$ cat config.mk
export PLATFORM = sky130hd
export DESIGN_NAME = pipeline_stall_ctrl
export DESIGN_NICKNAME = d
export VERILOG_FILES = /design/src/rtl/pipeline_stall_ctrl_pkg.sv /design/src/rtl/pipeline_stall_ctrl_mdu_countdown.sv /design/src/rtl/pipeline_stall_ctrl.sv
export SDC_FILE = /design/constraint.sdc
export NUM_CORES = 1
export LEC_CHECK = 0
export CAP_MARGIN = 20
export CORE_MARGIN = 1
export CORE_UTILIZATION = 40
export DETAILED_ROUTE_END_ITERATION = 10
export PLACE_DENSITY = 0.78
export RECOVER_POWER = 50
export SETUP_SLACK_MARGIN = 0.02
export SYNTH_ARGS = -nofsm -noshare
export SYNTH_HDL_FRONTEND = slang
export SYNTH_SLANG_ARGS = --single-unit
export TNS_END_PERCENT = 5
$ cat constraint.sdc
create_clock -name clk_i -period 4.5 [get_ports clk_i]
set_input_delay 0.9 -clock clk_i [delete_from_list [all_inputs] [get_ports clk_i]]
set_output_delay 0.9 -clock clk_i [all_outputs]
set_load 0.03 [all_outputs]
$ cat src/rtl/pipeline_stall_ctrl_pkg.sv
// -----------------------------------------------------------------------------
// pipeline_stall_ctrl_pkg
//   Shared definitions for the pipeline hazard/stall control slice: the
//   sequencer state encoding, the default register-address width and the
//   grouped stage-control word with its fixed decode patterns. The ID/EX
//   register and the bubble mux import this package as well.
// -----------------------------------------------------------------------------
package pipeline_stall_ctrl_pkg;

  // Sequencer state: normal flow or MUL/DIV executing.
  typedef enum logic {
    ST_RUN = 1'b0,
    ST_MDU = 1'b1
  } state_e;

  localparam int REG_AW_DEF  = 5;
  localparam int MDU_LAT_DEF = 4;
  localparam int CNT_W_DEF   = 4;

  // Stage enables / clears that leave the sequencer together.
  typedef struct packed {
    logic pc_we;
    logic ifid_we;
    logic ifid_flush;
    logic idex_bubble;
    logic back_we;
  } stage_ctrl_t;

  // Reset: front end closed, IF/ID cleared, ID/EX fed zeros, back end held.
  localparam stage_ctrl_t CTRL_RESET  = '{pc_we: 1'b0, ifid_we: 1'b0, ifid_flush: 1'b1,
                                          idex_bubble: 1'b1, back_we: 1'b0};
  // Data-memory wait: every register holds, nothing is cleared.
  localparam stage_ctrl_t CTRL_FREEZE = '{pc_we: 1'b0, ifid_we: 1'b0, ifid_flush: 1'b0,
                                          idex_bubble: 1'b0, back_we: 1'b0};
  // Front end held, bubble inserted, back end drains (load-use and MDU busy).
  localparam stage_ctrl_t CTRL_HOLD   = '{pc_we: 1'b0, ifid_we: 1'b0, ifid_flush: 1'b0,
                                          idex_bubble: 1'b1, back_we: 1'b1};
  // Normal flow.
  localparam stage_ctrl_t CTRL_RUN    = '{pc_we: 1'b1, ifid_we: 1'b1, ifid_flush: 1'b0,
                                          idex_bubble: 1'b0, back_we: 1'b1};

  // Load-use hazard: a load in ID/EX writes a register the ID instruction reads.
  // Register 0 is hardwired, so a load targeting it never creates a dependency.
  function automatic logic is_load_use(input logic             memread,
                                       input logic [REG_AW_DEF-1:0] ex_rt,
                                       input logic [REG_AW_DEF-1:0] id_rs,
                                       input logic [REG_AW_DEF-1:0] id_rt);
    return memread && (ex_rt != '0) && ((ex_rt == id_rs) || (ex_rt == id_rt));
  endfunction

endpackage

$ cat src/rtl/pipeline_stall_ctrl_mdu_countdown.sv
// -----------------------------------------------------------------------------
// mdu_countdown
//   Counts down the remaining MUL/DIV execution cycles. Loaded on issue,
//   decremented on every enabled cycle until it reaches zero, and flags the
//   final MDU cycle.
// Ports
//   clk_i     clock, rising edge
//   rst_i     asynchronous active-low reset, clears the count
//   load      load load_val this cycle (issue)
//   load_val  cycles to run after the issue cycle
//   en        count enable (low while data memory stalls)
//   last      count==1: this is the final MDU cycle
// -----------------------------------------------------------------------------
module mdu_countdown #(
  parameter int CNT_W = 4
) (
  input  logic             clk_i,
  input  logic             rst_i,
  input  logic             load,
  input  logic [CNT_W-1:0] load_val,
  input  logic             en,
  output logic             last
);

  logic [CNT_W-1:0] count;

  // NOTE: sequential state uses non-blocking assignments so every register
  // samples pre-edge values regardless of block evaluation order.
  always_ff @(posedge clk_i or negedge rst_i) begin
    if (!rst_i) begin
      count <= '0;
    end else if (load) begin
      count <= load_val;
    end else if (en && (count != '0)) begin
      count <= count - 1'b1;
    end
  end

  assign last = (count == CNT_W'(1));

endmodule

$ cat src/rtl/pipeline_stall_ctrl.sv
// -----------------------------------------------------------------------------
// pipeline_stall_ctrl
//   Central stall/flush sequencer for the 5-stage pipeline. Merges data-memory
//   wait, MUL/DIV busy, load-use hazards, MUL/DIV issue and taken branches into
//   one set of stage enables, flushes and bubble selects. Outputs are decoded
//   combinationally from the state, the MDU countdown and the inputs.
//
// Parameters
//   REG_AW   register-address width
//   MDU_LAT  MUL/DIV execution cycles (2..15)
//   CNT_W    countdown width, must hold MDU_LAT-1
//
// Ports
//   clk_i, rst_i            clock / asynchronous active-low reset
//   ex_memread_i, ex_rt_i   load in ID/EX and its destination
//   id_rs_i, id_rt_i        IF/ID source registers
//   branch_taken_i          ID-stage branch/jump taken
//   mdu_start_i             MUL/DIV ready to issue from ID
//   dmem_stall_i            data memory not ready
//   pc_we_o, ifid_we_o      front-end write enables
//   ifid_flush_o            IF/ID clear to NOP
//   idex_bubble_o           ID/EX control mux selects zeros
//   back_we_o               ID/EX, EX/MEM, MEM/WB write enable
//   mdu_busy_o, mdu_done_o  MUL/DIV executing / last-cycle pulse
//
// Configuration
//   HAZARD_PERF_CNT_EN  adds stall_cyc_o (cycles with pc_we_o low) and
//                       flush_cnt_o (cycles with ifid_flush_o high), 32-bit
//                       wrapping counters.
// -----------------------------------------------------------------------------
module pipeline_stall_ctrl
  import pipeline_stall_ctrl_pkg::*;
#(
  parameter int REG_AW  = REG_AW_DEF,
  parameter int MDU_LAT = MDU_LAT_DEF,
  parameter int CNT_W   = CNT_W_DEF
) (
  input  logic              clk_i,
  input  logic              rst_i,
  input  logic              ex_memread_i,
  input  logic [REG_AW-1:0] ex_rt_i,
  input  logic [REG_AW-1:0] id_rs_i,
  input  logic [REG_AW-1:0] id_rt_i,
  input  logic              branch_taken_i,
  input  logic              mdu_start_i,
  input  logic              dmem_stall_i,
  output logic              pc_we_o,
  output logic              ifid_we_o,
  output logic              ifid_flush_o,
  output logic              idex_bubble_o,
  output logic              back_we_o,
  output logic              mdu_busy_o,
  output logic              mdu_done_o
`ifdef HAZARD_PERF_CNT_EN
  ,
  output logic [31:0]       stall_cyc_o,
  output logic [31:0]       flush_cnt_o
`endif
);

  state_e      state;
  stage_ctrl_t ctrl;
  logic        load_use;
  logic        mdu_issue;
  logic        mdu_last;

  assign load_use = ex_memread_i && (ex_rt_i != '0) &&
                    ((ex_rt_i == id_rs_i) || (ex_rt_i == id_rt_i));

  // Issue only from RUN when the pipe moves and no load-use bubble is pending;
  // a rejected start simply retries next cycle.
  assign mdu_issue = (state == ST_RUN) && !dmem_stall_i && !load_use && mdu_start_i;

  mdu_countdown #(
    .CNT_W (CNT_W)
  ) u_mdu_countdown (
    .clk_i    (clk_i),
    .rst_i    (rst_i),
    .load     (mdu_issue),
    .load_val (CNT_W'(MDU_LAT - 1)),
    .en       (!dmem_stall_i),
    .last     (mdu_last)
  );

  // Data-memory wait freezes the sequencer along with the rest of the pipe.
  always_ff @(posedge clk_i or negedge rst_i) begin
    if (!rst_i) begin
      state <= ST_RUN;
    end else if (!dmem_stall_i) begin
      case (state)
        ST_RUN:  if (mdu_issue) state <= ST_MDU;
        ST_MDU:  if (mdu_last)  state <= ST_RUN;
        default: state <= ST_RUN;
      endcase
    end
  end

  // Priority: reset > dmem wait > MDU busy > load-use > issue/branch/normal.
  // Reset is applied here as well so the outputs take their safe values the
  // moment rst_i falls, without waiting for a clock.
  always_comb begin
    // NOTE: every combinational output gets a default first so no path
    // through the decode leaves a signal unassigned and infers a latch.
    ctrl       = CTRL_RUN;
    mdu_busy_o = 1'b0;
    mdu_done_o = 1'b0;
    if (!rst_i) begin
      ctrl = CTRL_RESET;
    end else if (dmem_stall_i) begin
      ctrl       = CTRL_FREEZE;
      mdu_busy_o = (state == ST_MDU);
    end else if (state == ST_MDU) begin
      ctrl       = CTRL_HOLD;
      mdu_busy_o = 1'b1;
      mdu_done_o = mdu_last;
    end else if (load_use) begin
      // Taken branch is ignored here; it re-resolves after the bubble.
      ctrl = CTRL_HOLD;
    end else begin
      // Issue leaves all enables high; a taken branch in the same cycle
      // additionally clears the wrong-path fetch.
      ctrl            = CTRL_RUN;
      ctrl.ifid_flush = branch_taken_i;
    end
  end

  assign pc_we_o       = ctrl.pc_we;
  assign ifid_we_o     = ctrl.ifid_we;
  assign ifid_flush_o  = ctrl.ifid_flush;
  assign idex_bubble_o = ctrl.idex_bubble;
  assign back_we_o     = ctrl.back_we;

`ifdef HAZARD_PERF_CNT_EN
  always_ff @(posedge clk_i or negedge rst_i) begin
    if (!rst_i) begin
      stall_cyc_o <= '0;
      flush_cnt_o <= '0;
    end else begin
      if (!pc_we_o)     stall_cyc_o <= stall_cyc_o + 32'd1;
      if (ifid_flush_o) flush_cnt_o <= flush_cnt_o + 32'd1;
    end
  end
`endif

endmodule

==> summary.txt, run 1 <==
Clock network
  – Worst-Skew Late Latency: 250 ps
  – Root Buffer: clkbuf_4
  – Hold_buf cts: 0
  – Post-CTS Setup Inserts: 0
  – Post-cts sizing count: 0
  – H-tree depth: 1
  – Cts bufs inserted: 3
  – Clock tree buffer depth: 2
  – Clock slew at the register clock pins of the worst setup and hold paths: 40 ps
  – Clk sink count: 5
  – CTS tree: built

Routing
  – DRT Pass-1 Iters: 4
  – Antenna viol nets, final: 0
  – Final Routed Wirelength: 1.40 mm
  – Vias: 600
  – DRC Markers: 0
  – Routed len/inst: 13.2 um
  – Initial drt markers: 15
  – Vias per cell: 5.66

Timing
  – Least-Margin Pin Slew: 596 ps
  – Final hold violations: 0
  – Tcrit/Tclk final: 96.0%
  – FMAX: 232 MHz
  – Final slew viol count: 0
  – Max-slew headroom: 60.3%
  – Unrepaired setup endpoints after global routing: no
  – # setup viols final: 0
  – Final Skew: 8.28 ps
  – Fin Setup TNS: 0 ps
  – Post-layout minimum cycle time: 4320 ps
  – Worst hold margin: 632 ps

Yosys
  – Post-synthesis cell area: 527 um^2
  – Ys async rst share: 100%
  – Ys flop type: dfrtp_1
  – Syn avg cell area: 8.36 um^2
  – Yosys reg bits: 5
  – Post-synthesis sequential area ratio: 23.8%
  – Synth unique cells: 27
  – EDFF count, synth: 0
  – Synth Warn #: 0
  – Syn Inst Count: 63
  – Synth Net Count: 86

Layout
  – Layout cells sized above 1: 8.70%
  – Synth-to-layout area growth: 57.5%
  – Nets: 116
  – Register area: 125 um^2
  – Post-route insts no fill: 106
  – Final Util: 70.8%
  – Footprint of the multi-input gates: 368 um^2
  – Filler cell count: 96
  – # diodes: 0

Power
  – Pwr dens: 393 mW/mm^2
  – Pwr Total: 326 uW
  – Pleak: 0.000317 uW
  – VDD IR max: 0.235 mV

Worst hold path
  – Hold WC Path Type: reg2reg

Die
  – Io pins: 28
  – Die X: 38.3 um
  – Die area: 0.00147 mm^2
  – Die span in y: 38.3 um
  – Core ar.: 0.00117 mm^2
  – Initial Util: 45.0%
  – Num rows: 12

Global routing
  – First-pass GRT wire length: 2.35 mm
  – GRT Total Usage: 23.3%
  – Vias in the first global route: 577
  – Pin count of the biggest net entering global routing: 11
  – Antenna violations before repair: 0
  – Grt ovf: 0

Run status
  – Outcome: complete, no violations

Worst setup path
  – WS Path Type: in2out
  – Slowest stage delay, CP: 740 ps
  – Critical-path cell list: dlygate4sd3_1, or4_4, o21a_4, a2111oi_2, clkdlybuf4s50_1
  – Slowest stage cell, crit path: clkdlybuf4s50_1
  – CP Buf/Inv Count: 2
  – CP Launch Type: input port
  – CP Max Fanout: 4
  – Critical path's top delay family: buffers and inverters
  – WP data required: 3600 ps
  – WP data arrival: 3420 ps
  – CP endpoint kind: primary output

Placement
  – Port bufs: 27
  – Placer congestion estimate: 0.778
  – # placed instances: 102

Flow run
  – Maxcap violations: 0
cells in the final DEF, fill, tap and decap left out, drive strengths merged:
cell type and count:
o41ai 1, nand2 4, nor3 1, or2 1, dlygate4sd3 2, o22a 1, clkbuf 4, inv 6
a31oi 5, o211a 1, o22ai 2, nand3 3, mux2 1, o21a 1, dfrtp 5, nor2b 1
nor2 3, a21oi 3, clkdlybuf4s50 25, o211ai 3, xnor2 11, or4 2, and2 1, a2111oi 1
o31ai 1, o21ai 1, ha 2
worst paths after layout:
| kind | start | endpoint | slack, ps | depth (start not counted) |
|---|---|---|---|---|
| max | ex_rt_i[2] | pc_we_o | 180 | 5 |
| min | u_mdu_countdown.count[0]$_DFFE_PN0P_ | u_mdu_countdown.count[0]$_DFFE_PN0P_ | 630 | 2 |
| max reg2reg | u_mdu_countdown.count[0]$_DFFE_PN0P_ | u_mdu_countdown.count[1]$_DFFE_PN0P_ | 3030 | 5 |
| min reg2reg | u_mdu_countdown.count[0]$_DFFE_PN0P_ | u_mdu_countdown.count[0]$_DFFE_PN0P_ | 630 | 2 |
| max in group asynchronous | rst_i | u_mdu_countdown.count[0]$_DFFE_PN0P_ | 3300 | 1 |
| min in group asynchronous | rst_i | u_mdu_countdown.count[3]$_DFFE_PN0P_ | 960 | 1 |
cell families after synthesis:
| family | share of synthesized area, % |
|---|---|
| muxes | 2.14 |
| AOI/OAI and AO/OA | 28.7 |
| DFF | 23.8 |
| adders and majority gates | 4.75 |
| xor gates and xnor gates | 18.3 |
| and+or+nand+nor | 15.9 |
| buffers and inverters | 6.41 |
worst register-to-register path, delay by kind of cell (launching register included):
family,cells,cell delay [ps]
fa+ha+maj,1,230
flops,1,400
compound gates,2,320
mux,1,360
buf+inv,1,60
final cells by class:
cell class                 count  area share [%]
timing repair buffer          27            32.6
tap                           14            2.11
multi-input combinational     50            44.3
inverter                       6            2.71
sequential                     5            15.1
clock buffer                   4            3.17
through the flow:
step	cell area (um^2)	setup slack (ps)
after floorplan	527	826
after global placement	803	314
after detailed placement	803	273
after CTS	830	266
after global routing	830	119
final	830	182
cells in the mapped netlist, types with 2 or more instances:
cell      number  share of area, %
xnor2_1       11                18
inv_1          6               4.3
a31oi_1        5               5.9
dfrtp_1        5                24
nand2_1        4               2.8
a21oi_1        3               2.8
nand3_1        3               2.8
nor2_1         3               2.1
o211ai_1       3               4.3
ha_1           2               4.7
o22ai_1        2               2.4
per-layer routing:
metal	track usage [%]	routed length, um	part of all wire (%)	vias to the layer above
met2	37.7	728	52	26
met5	0	0	0	-
met4	8.93	0	0	0
met1	27.7	581	41	287
met3	8.72	94	6.7	0
li1	-	-	-	287
state kept, by name (all words and copies together), names as in the netlist:
signal / count
state: 1
u_mdu_countdown.count: 4
report_power, final:
part | total [uW] | switching [uW] | internal (uW) | leakage, uW
clock | 54.6 | 20.9 | 33.7 | 0.0000150
sequential | 91.6 | 23.4 | 68.2 | 0.0000578
combinational | 180 | 92.3 | 87.5 | 0.000244
total | 326 | 137 | 189 | 0.000317
No activity file was read; power rests on OpenSTA's default activity.
==> inputs of run 2 (changes only) <==
- ABC_AREA: unset -> 1
- CAP_MARGIN: 20 -> unset
- CORE_UTILIZATION: 40 -> 41
==> summary.txt, run 2 <==
Timing
  – Final slew viol count: 0 (unchanged)
  – FMAX: 268 MHz (+16%)
  – Final Skew: 9.42 ps (+1.14 ps)
  – Least-Margin Pin Slew: 359 ps (-237 ps)
  – Unrepaired setup endpoints after global routing: no
  – Tcrit/Tclk final: 83.0% (-13 points)
  – Fin Setup TNS: 0 ps (unchanged)
  – Post-layout minimum cycle time: 3740 ps (-582 ps)
  – Final hold violations: 0 (unchanged)
  – # setup viols final: 0 (unchanged)
  – Max-slew headroom: 76.0% (+16 points)

Layout
  – # diodes: 0 (unchanged)
  – Final Util: 71.5% (+0.69 points)
  – Number of flip-flops in the largest register: 4 (unchanged)
  – Post-route insts no fill: 141 (+33%)
  – Commonest cells after routing, fill and taps aside: nand2_1 (39), clkdlybuf4s50_1 (25), inv_1 (18)
  – Layout cells sized above 1: 7.09% (-1.6 points)
  – Biggest register: u_mdu_countdown.count
  – Regs by FF count: u_mdu_countdown.count x4, state x1
  – Most common cell after layout, fill and taps aside: nand2_1
  – Synth-to-layout area growth: 52.4%
  – Nets: 151 (+30%)

Yosys
  – Synth unique cells: 17 (-37%)
  – Synth Warn #: 0 (unchanged)
  – Ys flop type: dfrtp_1
  – Post-synthesis sequential area ratio: 22.5% (-1.3 points)
  – Ys async rst share: 100% (unchanged)
  – EDFF count, synth: 0 (unchanged)
  – Cell taking the most area after synthesis: nand2_1
  – Synth top area cells: nand2_1 (26%), dfrtp_1 (22%), inv_1 (12%)
  – Yosys reg bits: 5 (unchanged)
  – Syn avg cell area: 5.74 um^2 (-31%)
  – Synth Net Count: 120 (+40%)
  – Top-area cell type share of the netlist area: 25.6% (+1.9 points)
  – Syn Inst Count: 97 (+54%)
  – Post-synthesis cell area: 557 um^2 (+5.7%)
  – Top cells by count, synth: nand2_1 (38), inv_1 (18), nor2_1 (11)
  – Count leader, synth: nand2_1

Clock network
  – Clock tree buffer depth: 2 (unchanged)
  – Cts bufs inserted: 3 (unchanged)
  – Post-CTS Setup Inserts: 0 (unchanged)
  – Clk sink count: 5 (unchanged)
  – CTS tree: built
  – H-tree depth: 1 (unchanged)
  – Worst-Skew Late Latency: 240 ps (about the same)
  – Root Buffer: clkbuf_4
  – Post-cts sizing count: 0 (unchanged)
  – Clock slew at the register clock pins of the worst setup and hold paths: 50 ps (about the same)
  – Hold_buf cts: 0 (unchanged)

Die
  – Num rows: 12 (unchanged)
  – Die X: 38.9 um (+1.5%)
  – Io pins: 28 (unchanged)
  – Die span in y: 38.9 um (+1.5%)
  – Initial Util: 46.9% (+2.0 points)
  – Core ar.: 0.00119 mm^2 (+1.3%)
  – Die area: 0.00151 mm^2 (+2.9%)

Worst setup path
  – WP data required: 3600 ps (about the same)
  – CP Buf/Inv Count: 4 (+2)
  – Slowest stage delay, CP: 680 ps (-60 ps)
  – Critical-path cell list: dlygate4sd3_1, inv_2, nand4_1, o21ai_0, inv_1, nand2_1, nand2_1, nor2_1, clkdlybuf4s50_1
  – WP data arrival: 2840 ps (-580 ps)
  – CP Max Fanout: 4 (unchanged)
  – Critical path's top delay family: buffers and inverters
  – Slowest stage cell, crit path: clkdlybuf4s50_1
  – Top cell by count, worst path: nand2_1
  – WS Path Type: in2out
  – CP endpoint kind: primary output
  – CP Launch Type: input port

Power
  – Pwr Total: 292 uW (-10%)
  – Pleak: 0.000483 uW (+52%)
  – VDD IR max: 0.260 mV (+10%)
  – Pwr dens: 344 mW/mm^2 (-12%)

Flow run
  – Maxcap violations: 0 (unchanged)

Global routing
  – First-pass GRT wire length: 2.09 mm (-11%)
  – Antenna violations before repair: 0 (unchanged)
  – GRT Total Usage: 20.6% (-2.7 points)
  – Vias in the first global route: 561 (-2.8%)
  – Pin count of the biggest net entering global routing: 10 (-1)
  – Grt ovf: 0 (unchanged)

Worst hold path
  – Hold WC Path Type: reg2reg

Placement
  – # placed instances: 137 (+34%)
  – Port bufs: 27 (unchanged)
  – Placer congestion estimate: 0.700 (-10%)
  – DPL Wire Length: 1.01 mm

Routing
  – Vias per cell: 4.38 (-23%)
  – Antenna viol nets, final: 0 (unchanged)
  – Final Routed Wirelength: 1.18 mm (-16%)
  – Routed len/inst: 8.38 um (-37%)
  – DRT Pass-1 Iters: 4 (unchanged)
  – Vias: 618 (+3.0%)
  – Initial drt markers: 5 (-10)
  – DRC Markers: 0 (unchanged)

Run status
  – Outcome: complete, no violations
[run 2: routing by layer]
| metal | part of all wire [%] | GRT usage (%) | vias up | routed length [um] |
|---|---|---|---|---|
| li1 | - | - | 341 | - |
| met1 | 46 | 23.6 | 252 | 541 |
| met2 | 46 | 35.4 | 21 | 543 |
| met3 | 5.7 | 3.47 | 4 | 67 |
| met4 | 2.5 | 12.1 | 0 | 29 |
| met5 | 0 | 0 | - | 0 |
[run 2: kinds of logic after synthesis]
logic type               count (synthesis)  share of synthesized area [%]
buffers and inverters                   25                           17.5
flip-flops                               5                           22.5
AND/OR/NAND/NOR                         57                           42.9
adder cells (fa/ha/maj)                  2                           4.49
AO/OA/AOI/OAI                            3                           4.72
XOR/XNOR                                 5                           7.87
[run 2: tightest hold or removal path, cell delays in order, from the launching register on]
cell and delay [ps]:
dfrtp_1 380, nand2_1 70, nand2_1 50
[run 2: path summary, 6_finish.rpt]
kind | startpoint | to | slack [ps] | cells past startpoint
min in group asynchronous | rst_i | state$_DFFE_PN0N_ | 1000 | 1
max in group asynchronous | rst_i | u_mdu_countdown.count[0]$_DFFE_PN0P_ | 3230 | 1
setup reg to reg | u_mdu_countdown.count[0]$_DFFE_PN0P_ | u_mdu_countdown.count[3]$_DFFE_PN0P_ | 3130 | 8
setup / recovery | ex_rt_i[2] | ifid_we_o | 760 | 9
hold reg to reg | state$_DFFE_PN0N_ | state$_DFFE_PN0N_ | 530 | 2
hold / removal | state$_DFFE_PN0N_ | state$_DFFE_PN0N_ | 530 | 2
[run 2: power breakdown]
part | total [uW] | switching, uW | internal, uW
Combinational | 157 | 85.2 | 71.5
Sequential | 83.1 | 17.5 | 65.6
Clock | 52.2 | 18.7 | 33.5
[run 2: area by class of cell]
| cell class | instances | area [um^2] |
|---|---|---|
| Tap cell | 14 | 17.5 |
| Multi-Input combinational cell | 67 | 319 |
| Timing Repair Buffer | 27 | 270 |
| Fill cell | 119 | 338 |
| Clock buffer | 4 | 26.3 |
| Sequential cell | 5 | 125 |
| Inverter | 24 | 90.1 |
[run 2: through the flow]
stage | hold WS [ps] | setup WS (ps) | cell area [um^2]
finish | 533 | 764 | 848
global route | 563 | 579 | 848
CTS | 538 | 832 | 863
detailed placement | 525 | 832 | 837
global placement | 521 | 840 | 837
floorplan | 493 | 1530 | 557
==> inputs of run 3 (changes only) <==
- CORE_UTILIZATION: 41 -> 38
- PLACE_DENSITY: 0.78 -> 0.73
- clock period: 4.5 -> 3.58 ns (I/O delays scaled with it)
==> summary.txt, run 3 (synthesized netlist as in run 2, its figures left out) <==
Run status
  – Outcome: complete, no violations

Power
  – VDD IR max: 0.335 mV (+29%)
  – Pleak: 0.000483 uW (about the same)
  – Pwr dens: 430 mW/mm^2 (+25%)

Worst setup path
  – R2r startpoint: u_mdu_countdown.count[0]$_DFFE_PN0P_
  – R2r setup slk: 2200 ps (-930 ps)
  – Worst R2R End: u_mdu_countdown.count[3]$_DFFE_PN0P_
  – WS Path Type: in2out
  – WP data required: 2860 ps (-740 ps)
  – CP Max Fanout: 4 (unchanged)
  – CP Launch Type: input port
  – R2r worst-path depth: 8 (unchanged)
  – CP endpoint kind: primary output
  – WP data arrival: 2630 ps (-210 ps)

Worst hold path
  – Critical hold path startpoint: state$_DFFE_PN0N_
  – Hold endpoint: state$_DFFE_PN0N_
  – Hold path cells: 2 (unchanged)
  – Hold WC Path Type: reg2reg

Layout
  – Final Util: 63.7% (-7.8 points)
  – Regs by FF count: u_mdu_countdown.count x4, state x1
  – Most common cell after layout, fill and taps aside: nand2_1
  – Biggest register: u_mdu_countdown.count
  – # diodes: 0 (unchanged)
  – Number of flip-flops in the largest register: 4 (unchanged)
  – Layout cells sized above 1: 7.09% (unchanged)
  – Synth-to-layout area growth: 52.6%
  – Nets: 151 (unchanged)
  – Commonest cells after routing, fill and taps aside: nand2_1 (39), clkdlybuf4s50_1 (26), inv_1 (18)

Routing
  – Initial drt markers: 14 (+9)
  – Vias: 614 (-0.65%)
  – DRC Markers: 0 (unchanged)
  – Antenna viol nets, final: 0 (unchanged)
  – Routed len/inst: 8.51 um (+1.6%)
  – Final Routed Wirelength: 1.21 mm (+2.3%)
  – DRT Pass-1 Iters: 4 (unchanged)
  – Vias per cell: 4.32 (-1.3%)

Timing
  – Fin Setup TNS: 0 ps (unchanged)
  – Final hold violations: 0 (unchanged)
  – FMAX: 299 MHz
  – Max-slew headroom: 75.3% (-0.72 points)
  – Least-Margin Pin Slew: 370 ps (+10.7 ps)
  – Unrepaired setup endpoints after global routing: no
  – Final slew viol count: 0 (unchanged)
  – Final worst slack: 238 ps (-526 ps)
  – # setup viols final: 0 (unchanged)
  – Post-layout minimum cycle time: 3340 ps
  – Tcrit/Tclk final: 93.3%
  – Final Skew: 5.49 ps (-3.93 ps)

Clock network
  – H-tree depth: 1 (unchanged)
  – Clock slew at the register clock pins of the worst setup and hold paths: 40 ps (about the same)
  – CTS tree: built
  – Post-CTS Setup Inserts: 0 (unchanged)
  – Worst-Skew Late Latency: 250 ps (about the same)
  – Hold_buf cts: 0 (unchanged)
  – Clock tree buffer depth: 2 (unchanged)
  – Root Buffer: clkbuf_4
  – Post-cts sizing count: 0 (unchanged)
  – Cts bufs inserted: 3 (unchanged)
  – Clk sink count: 5 (unchanged)

Die
  – Num rows: 13 (+1)
  – Initial Util: 41.7% (-5.2 points)
  – Io pins: 28 (unchanged)
  – Die area: 0.00162 mm^2 (+7.5%)
  – Die span in y: 40.3 um (+3.7%)
  – Die X: 40.3 um (+3.7%)
  – Core ar.: 0.00133 mm^2 (+12%)

Flow run
  – Maxcap violations: 0 (unchanged)

Global routing
  – GRT Total Usage: 17.1% (-3.5 points)
  – First-pass GRT wire length: 1.77 mm (-15%)
  – Antenna violations before repair: 0 (unchanged)
  – Grt ovf: 0 (unchanged)
  – Vias in the first global route: 466 (-17%)
  – Pin count of the biggest net entering global routing: 10 (unchanged)

Placement
  – Port bufs: 27 (unchanged)
  – Post-Place Setup Slack: 242 ps (-590 ps)
  – Placer congestion estimate: 0.782 (+12%)
  – DPL Wire Length: 997 um (-1.1%)
[run 3: cell count changes in the layout (fill, tap and decap cells not counted), sizes merged]
cell	previous run	this run
clkdlybuf4s50	25	26
dlygate4sd3	2	1
[run 3: through the flow]
stage | hold slack, ps | std cells | total power (uW) | instance area [um^2]
floorplan | 420 | 97 | 239 | 557
global placement | 521 | 138 | 302 | 838
detailed placement | 518 | 138 | 305 | 838
CTS | 532 | 142 | 375 | 865
global route | 564 | 142 | 406 | 850
finish | 526 | 142 | 366 | 850
[run 3: layer usage]
layer	global-route usage, %	wire (um)	up-vias
li1	-	-	339
met1	18.3	556	256
met2	27.8	559	17
met3	7.22	85	2
met4	10.0	8	0
met5	0	0	-
[run 3: worst max-delay path, cell delays in order]
cell and delay (ps):
clkdlybuf4s50_1 570, inv_2 40, nand2_1 50, nand2_1 50, nor2_1 140, nand3_1 90, nand2_1 60, nand2_1 90
nand2_1 70, nand2_1 40, nand2_1 50, clkdlybuf4s50_1 660
[run 3: how the worst max path moves through the flow]
stage,slack [ps],to,start
floorplan,970,pc_we_o,ex_rt_i[2]
global placement,270,idex_bubble_o,ex_rt_i[4]
CTS,240,idex_bubble_o,ex_rt_i[4]
finish,240,idex_bubble_o,ex_rt_i[4]
detailed placement,240,idex_bubble_o,ex_rt_i[4]
global route,130,idex_bubble_o,ex_rt_i[3]
[run 3: cell type report]
cell class	instances	area, um^2
inverters	24	90.1
multi-input cells	67	319
fillers	132	484
clock buffers	4	26.3
flip-flops and latches	5	125
well taps	15	18.8
repair buffers	27	270
[run 3: where the power goes]
group / switching [uW] / internal, uW / total, uW
Combinational: 105 / 90.1 / 195
Sequential: 22.9 / 82.5 / 105
Clock: 23.6 / 42.1 / 65.7
